File: src/rtl/lspc_irq_timer.sv
// lspc_irq_timer: LSPC 32-bit raster timer and IRQ1/IRQ2/IRQ3 request sequencer.
// Optional PAL top/bottom freeze enabled by defining LSPC_TIMER_PAL_STOP_EN.
module lspc_irq_timer #(
  parameter int CNT_W = 32
`ifdef LSPC_TIMER_PAL_STOP_EN
  , parameter int PAL_STOP_LINES = 16
`endif
) (
  input  logic             CLK,
  input  logic             RESET,
  input  logic             CLK_EN_6M,
  input  logic             VBL_START,
  input  logic [8:0]       RASTERC,
  input  logic             VMODE,
  input  logic             WR_EN,
  input  logic [2:0]       WR_ADDR,
  input  logic [15:0]      WR_DATA,
  output logic [CNT_W-1:0] TIMER_VAL,
  output logic             IRQ_VBL,
  output logic             IRQ_TIMER,
  output logic             IRQ_RESET
);
  logic [CNT_W-1:0] reload, cnt, cnt_nxt;
  logic [3:0] mode;
  logic irq_vbl, irq_timer, irq_reset;
  logic wr_reload, vbl_reload, tick, underflow, ack, frozen;
  assign ack        = WR_EN && WR_ADDR == 3'd6;
  assign wr_reload  = WR_EN && WR_ADDR == 3'd5 && mode[1];
  assign vbl_reload = VBL_START && mode[2];
  assign tick       = CLK_EN_6M && !frozen && !wr_reload && !vbl_reload;
  assign underflow  = tick && cnt == '0;
`ifdef LSPC_TIMER_PAL_STOP_EN
  logic stop;
  assign frozen = stop && VMODE && (int'(RASTERC) < 'h100 + PAL_STOP_LINES ||
                                    int'(RASTERC) >= 'h1F8 - PAL_STOP_LINES + 8);
  always_ff @(posedge CLK or posedge RESET)
    if (RESET) stop <= 1'b0;
    else if (WR_EN && WR_ADDR == 3'd7) stop <= WR_DATA[0];
`else
  logic unused_raster;
  assign unused_raster = ^{VMODE, RASTERC};
  assign frozen = 1'b0;
`endif
  // Write reload beats VBL reload beats the pixel tick.
  assign cnt_nxt = wr_reload  ? {reload[CNT_W-1:16], WR_DATA} :
                   vbl_reload ? reload :
                   !tick      ? cnt :
                   !underflow ? cnt - 1'b1 :
                   mode[3]    ? reload : {CNT_W{1'b1}};
  always_ff @(posedge CLK or posedge RESET)
    if (RESET) begin
      reload    <= '0;
      cnt       <= '0;
      mode      <= '0;
      irq_vbl   <= 1'b0;
      irq_timer <= 1'b0;
      irq_reset <= 1'b1;
    end else begin
      if (WR_EN && WR_ADDR == 3'd0) mode <= WR_DATA[7:4];
      if (WR_EN && WR_ADDR == 3'd4) reload[CNT_W-1:16] <= WR_DATA;
      if (WR_EN && WR_ADDR == 3'd5) reload[15:0] <= WR_DATA;
      cnt       <= cnt_nxt;
      irq_vbl   <= VBL_START || (irq_vbl && !(ack && WR_DATA[2]));
      irq_timer <= (underflow && mode[0]) || (irq_timer && !(ack && WR_DATA[1]));
      irq_reset <= irq_reset && !(ack && WR_DATA[0]);
    end
  assign TIMER_VAL = cnt;
  assign IRQ_VBL   = irq_vbl;
  assign IRQ_TIMER = irq_timer;
  assign IRQ_RESET = irq_reset;
endmodule
File: config.mk
export PLATFORM = sky130hd
export DESIGN_NAME = lspc_irq_timer
export DESIGN_NICKNAME = d
export VERILOG_FILES = /design/src/rtl/lspc_irq_timer.sv
export SDC_FILE = /design/constraint.sdc
export NUM_CORES = 1
export LEC_CHECK = 0
export BUFFER_PORTS_ARGS = -buffer_cell sky130_fd_sc_hd__buf_2
export CELL_PAD_IN_SITES_DETAIL_PLACEMENT = 0
export CELL_PAD_IN_SITES_GLOBAL_PLACEMENT = 1
export CORE_MARGIN = 2
export CORE_UTILIZATION = 38
export DETAILED_ROUTE_END_ITERATION = 8
export PLACE_DENSITY_LB_ADDON = 0.12
export SKIP_LAST_GASP = 1
export SYNTH_ARGS = -nofsm -noshare
export SYNTH_HDL_FRONTEND = slang
export SYNTH_SLANG_ARGS = --single-unit
export TNS_END_PERCENT = 30
File: constraint.sdc
create_clock -name CLK -period 2.37 [get_ports CLK]
set_input_delay 0.3555 -clock CLK [delete_from_list [all_inputs] [get_ports CLK]]
set_output_delay 0.3555 -clock CLK [all_outputs]
set_load 0.005 [all_outputs]
# After elaboration in Yosys (flattened, before gate mapping)
# Cells that the tools add are included.
# Widths: inputs -> output; s select.
[totals]
inputBits = 34
elab_cells = 42
register_bits = 71
[classes]
eq_ne = 3
n_mux = 5
n_reduce_logical = 26
n_addsub = 1
[ops]
columns = ["cell", "n"]
rows = [
  ["$mux 32", 5],
  ["$logic_not 32->1", 1],
  ["$sub 32x1->32 const B", 1],
  ["$logic_and 1x1->1", 16],
  ["$eq 3x3->1 const B", 3],
  ["$logic_not 1->1", 5],
  ["$logic_not 3->1", 1],
  ["$reduce_bool 3->1", 1],
  ["$logic_or 1x1->1", 2],
]

# Longest topological paths before layout
[depth]
word_depth = 11
mapped_depth = 9

# Worst setup path after synthesis
# No wires, ideal clock.
[synth_path]
kind = "register to register"
start = "reg cnt[22], in the netlist TIMER_VAL[22]"
end = "reg cnt[11], in the netlist TIMER_VAL[11]"
path_buffers = 0
period_less_slack_ns = 2.229
setup_slack_ns = 0.141
stages_incl_launch_ff = 7
arrival_ns = 2.108
cell_sequence = "dfrtp_1 -> or4_4 -> nor4_4 -> and2_4 -> a31oi_4 -> a211o_1 -> a22o_1"
[synth_via]
elab_chain_len = 6
[synth_rtl]
columns = ["element", "line_no", "text"]
rows = [
  ["from (decl)", "23", "logic [CNT_W-1:0] reload, cnt, cnt_nxt;"],
  ["from (signal assigned)", "62", "cnt <= cnt_nxt;"],
  ["$logic_not 32->1", "31", "assign underflow = tick && cnt == '0;"],
  ["$logic_and 1x1->1", "31", ""],
  ["$mux 32", "48", "!underflow ? cnt - 1'b1 :"],
  ["$mux 32", "47", "!tick ? cnt :"],
  ["$mux 32", "46", "vbl_reload ? reload :"],
  ["$mux 32", "45", "assign cnt_nxt = wr_reload ? {reload[CNT_W-1:16], WR_DATA} :"],
]
# Every way passes these cells. The select of a mux whose other input is x is not followed.
# A chain may end at the register's enable or synchronous reset.

# Final worst setup path
[layout_path]
start = "reg cnt[12], in the netlist TIMER_VAL[12]"
end = "reg cnt[0], in the netlist TIMER_VAL[0]"
# Same word-level chain as after synthesis.

==> summary.txt <==
Global route
  • First-pass GRT wire length: 19.9 mm
  • Total congestion overflow: 0
  • Initial antenna violation count: 0
  • GRT Total Usage: 0.236
  • Vias in the first global route: 3608
  • Largest net degree at the start of global routing: 72

Floorplan
  • Area of the die: 0.0109 sq mm
  • Die height: 104 microns
  • Width of the die: 104 microns
  • Core area: 0.00977 sq mm
  • Io pins: 69
  • Starting Density: 0.390
  • Number of core rows: 36

Placement
  • GP Congestion: 0.828
  • Post-DP HPWL: 8.72 mm
  • Pre-CTS setup slack: 0.00940 ns
  • PortBufs: 58
  • Placed instance area: 0.00467 sq mm

Critical path
  • Worst Path Required: 2.60 ns
  • WP buf/inv: 1
  • Critical path peak fanout: 13
  • Max stage delay on crit path: 0.58 ns
  • CP top delay family: simple AND/OR/NAND/NOR gates
  • CP Class: reg2reg
  • Worst r2r src: TIMER_VAL[12]$_DFFE_PP0P_
  • Worst setup SP type: flop
  • Setup crit end kind: flop
  • Critical path origin: TIMER_VAL[12]$_DFFE_PP0P_
  • CP Cell Sequence: or4_1 -> nor3_4 -> buf_6 -> nand3_1 -> o21ai_2 -> a21oi_1 -> a221o_1
  • Critical path's slowest cell: or4_1
  • Crit path DAT: 2.52 ns

Logic synthesis
  • Synthesized area per cell: 9.17 sq um
  • Leading cell types by count after synthesis: nand2_1, dfrtp_1, nor2_1, nor3_1, mux2_2
  • Synth top area share: 0.459
  • Synth Flop Type: dfrtp_1
  • Synthesized flop and latch total: 71
  • Register area share after synthesis: 0.466
  • Largest cells by area after synthesis: dfrtp_1, nand2_1, mux2_2
  • Count leader, synth: nand2_1
  • FFs w/ async S/R, synth: 1.00
  • Mapped Nets: 451
  • Netlist cell types: 61
  • Synth area leader: dfrtp_1
  • Synth Instances: 416
  • Post-synth EDFFs: 0
  • Warnings from Yosys: 0
  • Syn Std Cell Area: 0.00381 sq mm

Timing
  • Final setup vio count: 0
  • Slew Limit Headroom: 0.471
  • Clock Skew: 0.0117 ns
  • Minimum clock period: 2.29 ns
  • Final setup margin: 0.0837 ns
  • Setup TNS: 0 ns
  • Slew @ Worst Pin: 0.787 ns
  • Slew Limit Fails: 0
  • Final period utilization: 0.965
  • Endpoints failing hold: 0
  • Fmax: 437 MHz
  • Unrepaired setup endpoints after global routing: yes

Cells and area
  • Design area: 0.00498 sq mm
  • Final core utilization: 0.509
  • Layout cells sized above 1: 0.333
  • Filler cells: 965
  • Antenna cell count: 0
  • Area Growth Syn to Fin: 30.5%
  • Final net count: 564

Job
  • Max_cap viols: 0

Power
  • Max VDD drop: 0.332 mV
  • Static leakage: 2.29 nW
  • Pwr/cell area: 987 mW/mm^2
  • PnR Total Power: 4.92 mW

Worst hold path
  • Hold WC Path Type: in2async

CTS
  • CTS Root Cell: clkbuf_8
  • Worst-path clk slew: 0.08 ns
  • Clock Path Buffers: 2
  • CTS tree: done
  • # clock sinks: 71
  • CTS buffer count: 9
  • Clock Latency Late Sink: 0.35 ns
  • Htree depth: 3

Routing
  • Drt first-iter violations: 256
  • Vias: 3617
  • Drc violations: 0
  • Wire per inst: 18.5 microns
  • Antenna-violating nets left: 0
  • Drt pass-1 iters: 5
  • DR vias/cell: 5.42
  • Total routed wirelength: 12.4 mm

Run status
  • Status: finished clean
==> routing by layer <==
metal / part of all wire / routed length (microns) / up-vias / GRT usage
li1: - / - / 1742 / -
met1: 0.48 / 5910 / 1761 / 0.337
met2: 0.46 / 5690 / 94 / 0.364
met3: 0.040 / 495 / 20 / 0.0338
met4: 0.022 / 271 / 0 / 0.0917
met5: 0 / 0 / - / 0
==> what timing repair did <==
item	in CTS	in global routing
pin swaps	0	1
setup endpoints to repair	1	19
hold buffers	0	0
setup buffers	0	4
endpoints found under the hold margin	0	0
resized for setup	0	8
==> sequential cells by signal, indices dropped and copies added (netlist names) <==
name / cells
IRQ_RESET: 1
TIMER_VAL: 32
mode: 4
IRQ_VBL: 1
IRQ_TIMER: 1
reload: 32
==> cell type report <==
class / count / area, sq um / area share
Clock buffer: 10 / 138 / 0.0276
Inverter: 8 / 30.0 / 0.00603
Timing Repair Buffer: 121 / 808 / 0.162
Multi-Input combinational cell: 318 / 1950 / 0.392
Clock inverter: 6 / 108 / 0.0216
Tap cell: 133 / 166 / 0.0334
Sequential cell: 71 / 1780 / 0.357
==> worst paths after layout <==
check                      cells after the start  slack [ns]                        end
min in group CLK                               3        0.25     reload[13]$_DFFE_PP0N_
max in group asynchronous                      3        1.94        IRQ_RESET$_DFF_PP1_
setup reg to reg                               7        0.08   TIMER_VAL[0]$_DFFE_PP0P_
setup / recovery                               7        0.08   TIMER_VAL[0]$_DFFE_PP0P_
hold reg to reg                                1        0.48          IRQ_VBL$_DFF_PP0_
hold / removal                                 3        0.05  TIMER_VAL[12]$_DFFE_PP0P_
==> cells by family after synthesis <==
family,count (synthesis),synth area share
and+or+nand+nor,202,0.271
muxes,20,0.0591
xor gates and xnor gates,12,0.0276
AOI/OAI and AO/OA,83,0.144
adders and majority gates,1,0.00328
buffers and inverters,27,0.0295
DFF,71,0.466
==> stage by stage <==
step / hold slack (ns) / std cells
3_3_place_gp: 0.453 / 647
2_1_floorplan: 0.423 / 416
3_5_place_dp: 0.462 / 647
4_1_cts: 0.0947 / 663
5_1_grt: 0.110 / 667
6_report: 0.0481 / 667
==> cells in the final DEF, fill, tap and decap left out, types with 4 or more instances in the layout <==
master,count
a211oi_1,4
a21oi_1,18
and3_1,6
and4_1,4
buf_2,58
buf_4,58
clkbuf_8,10
dfrtp_1,70
inv_1,7
mux2_2,20
nand2_1,82
nand3_1,12
nand4_1,6
nor2_1,26
nor3_1,23
nor3b_1,6
nor4_1,5
o21ai_0,16
o221ai_1,6
o22ai_1,13
or3_1,4
or4_1,4
xnor2_1,6
xor2_1,6
==> report_power, final <==
group / switching [mW] / internal [mW] / leakage, nW
Combinational: 0.983 / 0.941 / 1.30
Clock: 0.483 / 0.724 / 0.122
Sequential: 0.232 / 1.55 / 0.861
Total: 1.70 / 3.22 / 2.29
==> worst register-to-register path, cell delays in order, from the launching register on <==
cell     delay (ns)
dfrtp_1        0.39
or4_1          0.58
nor3_4         0.20
buf_6          0.19
nand3_1        0.16
o21ai_2        0.21
a21oi_1        0.11
a221o_1        0.32
Note: power is estimated with default switching activity, not from simulation.
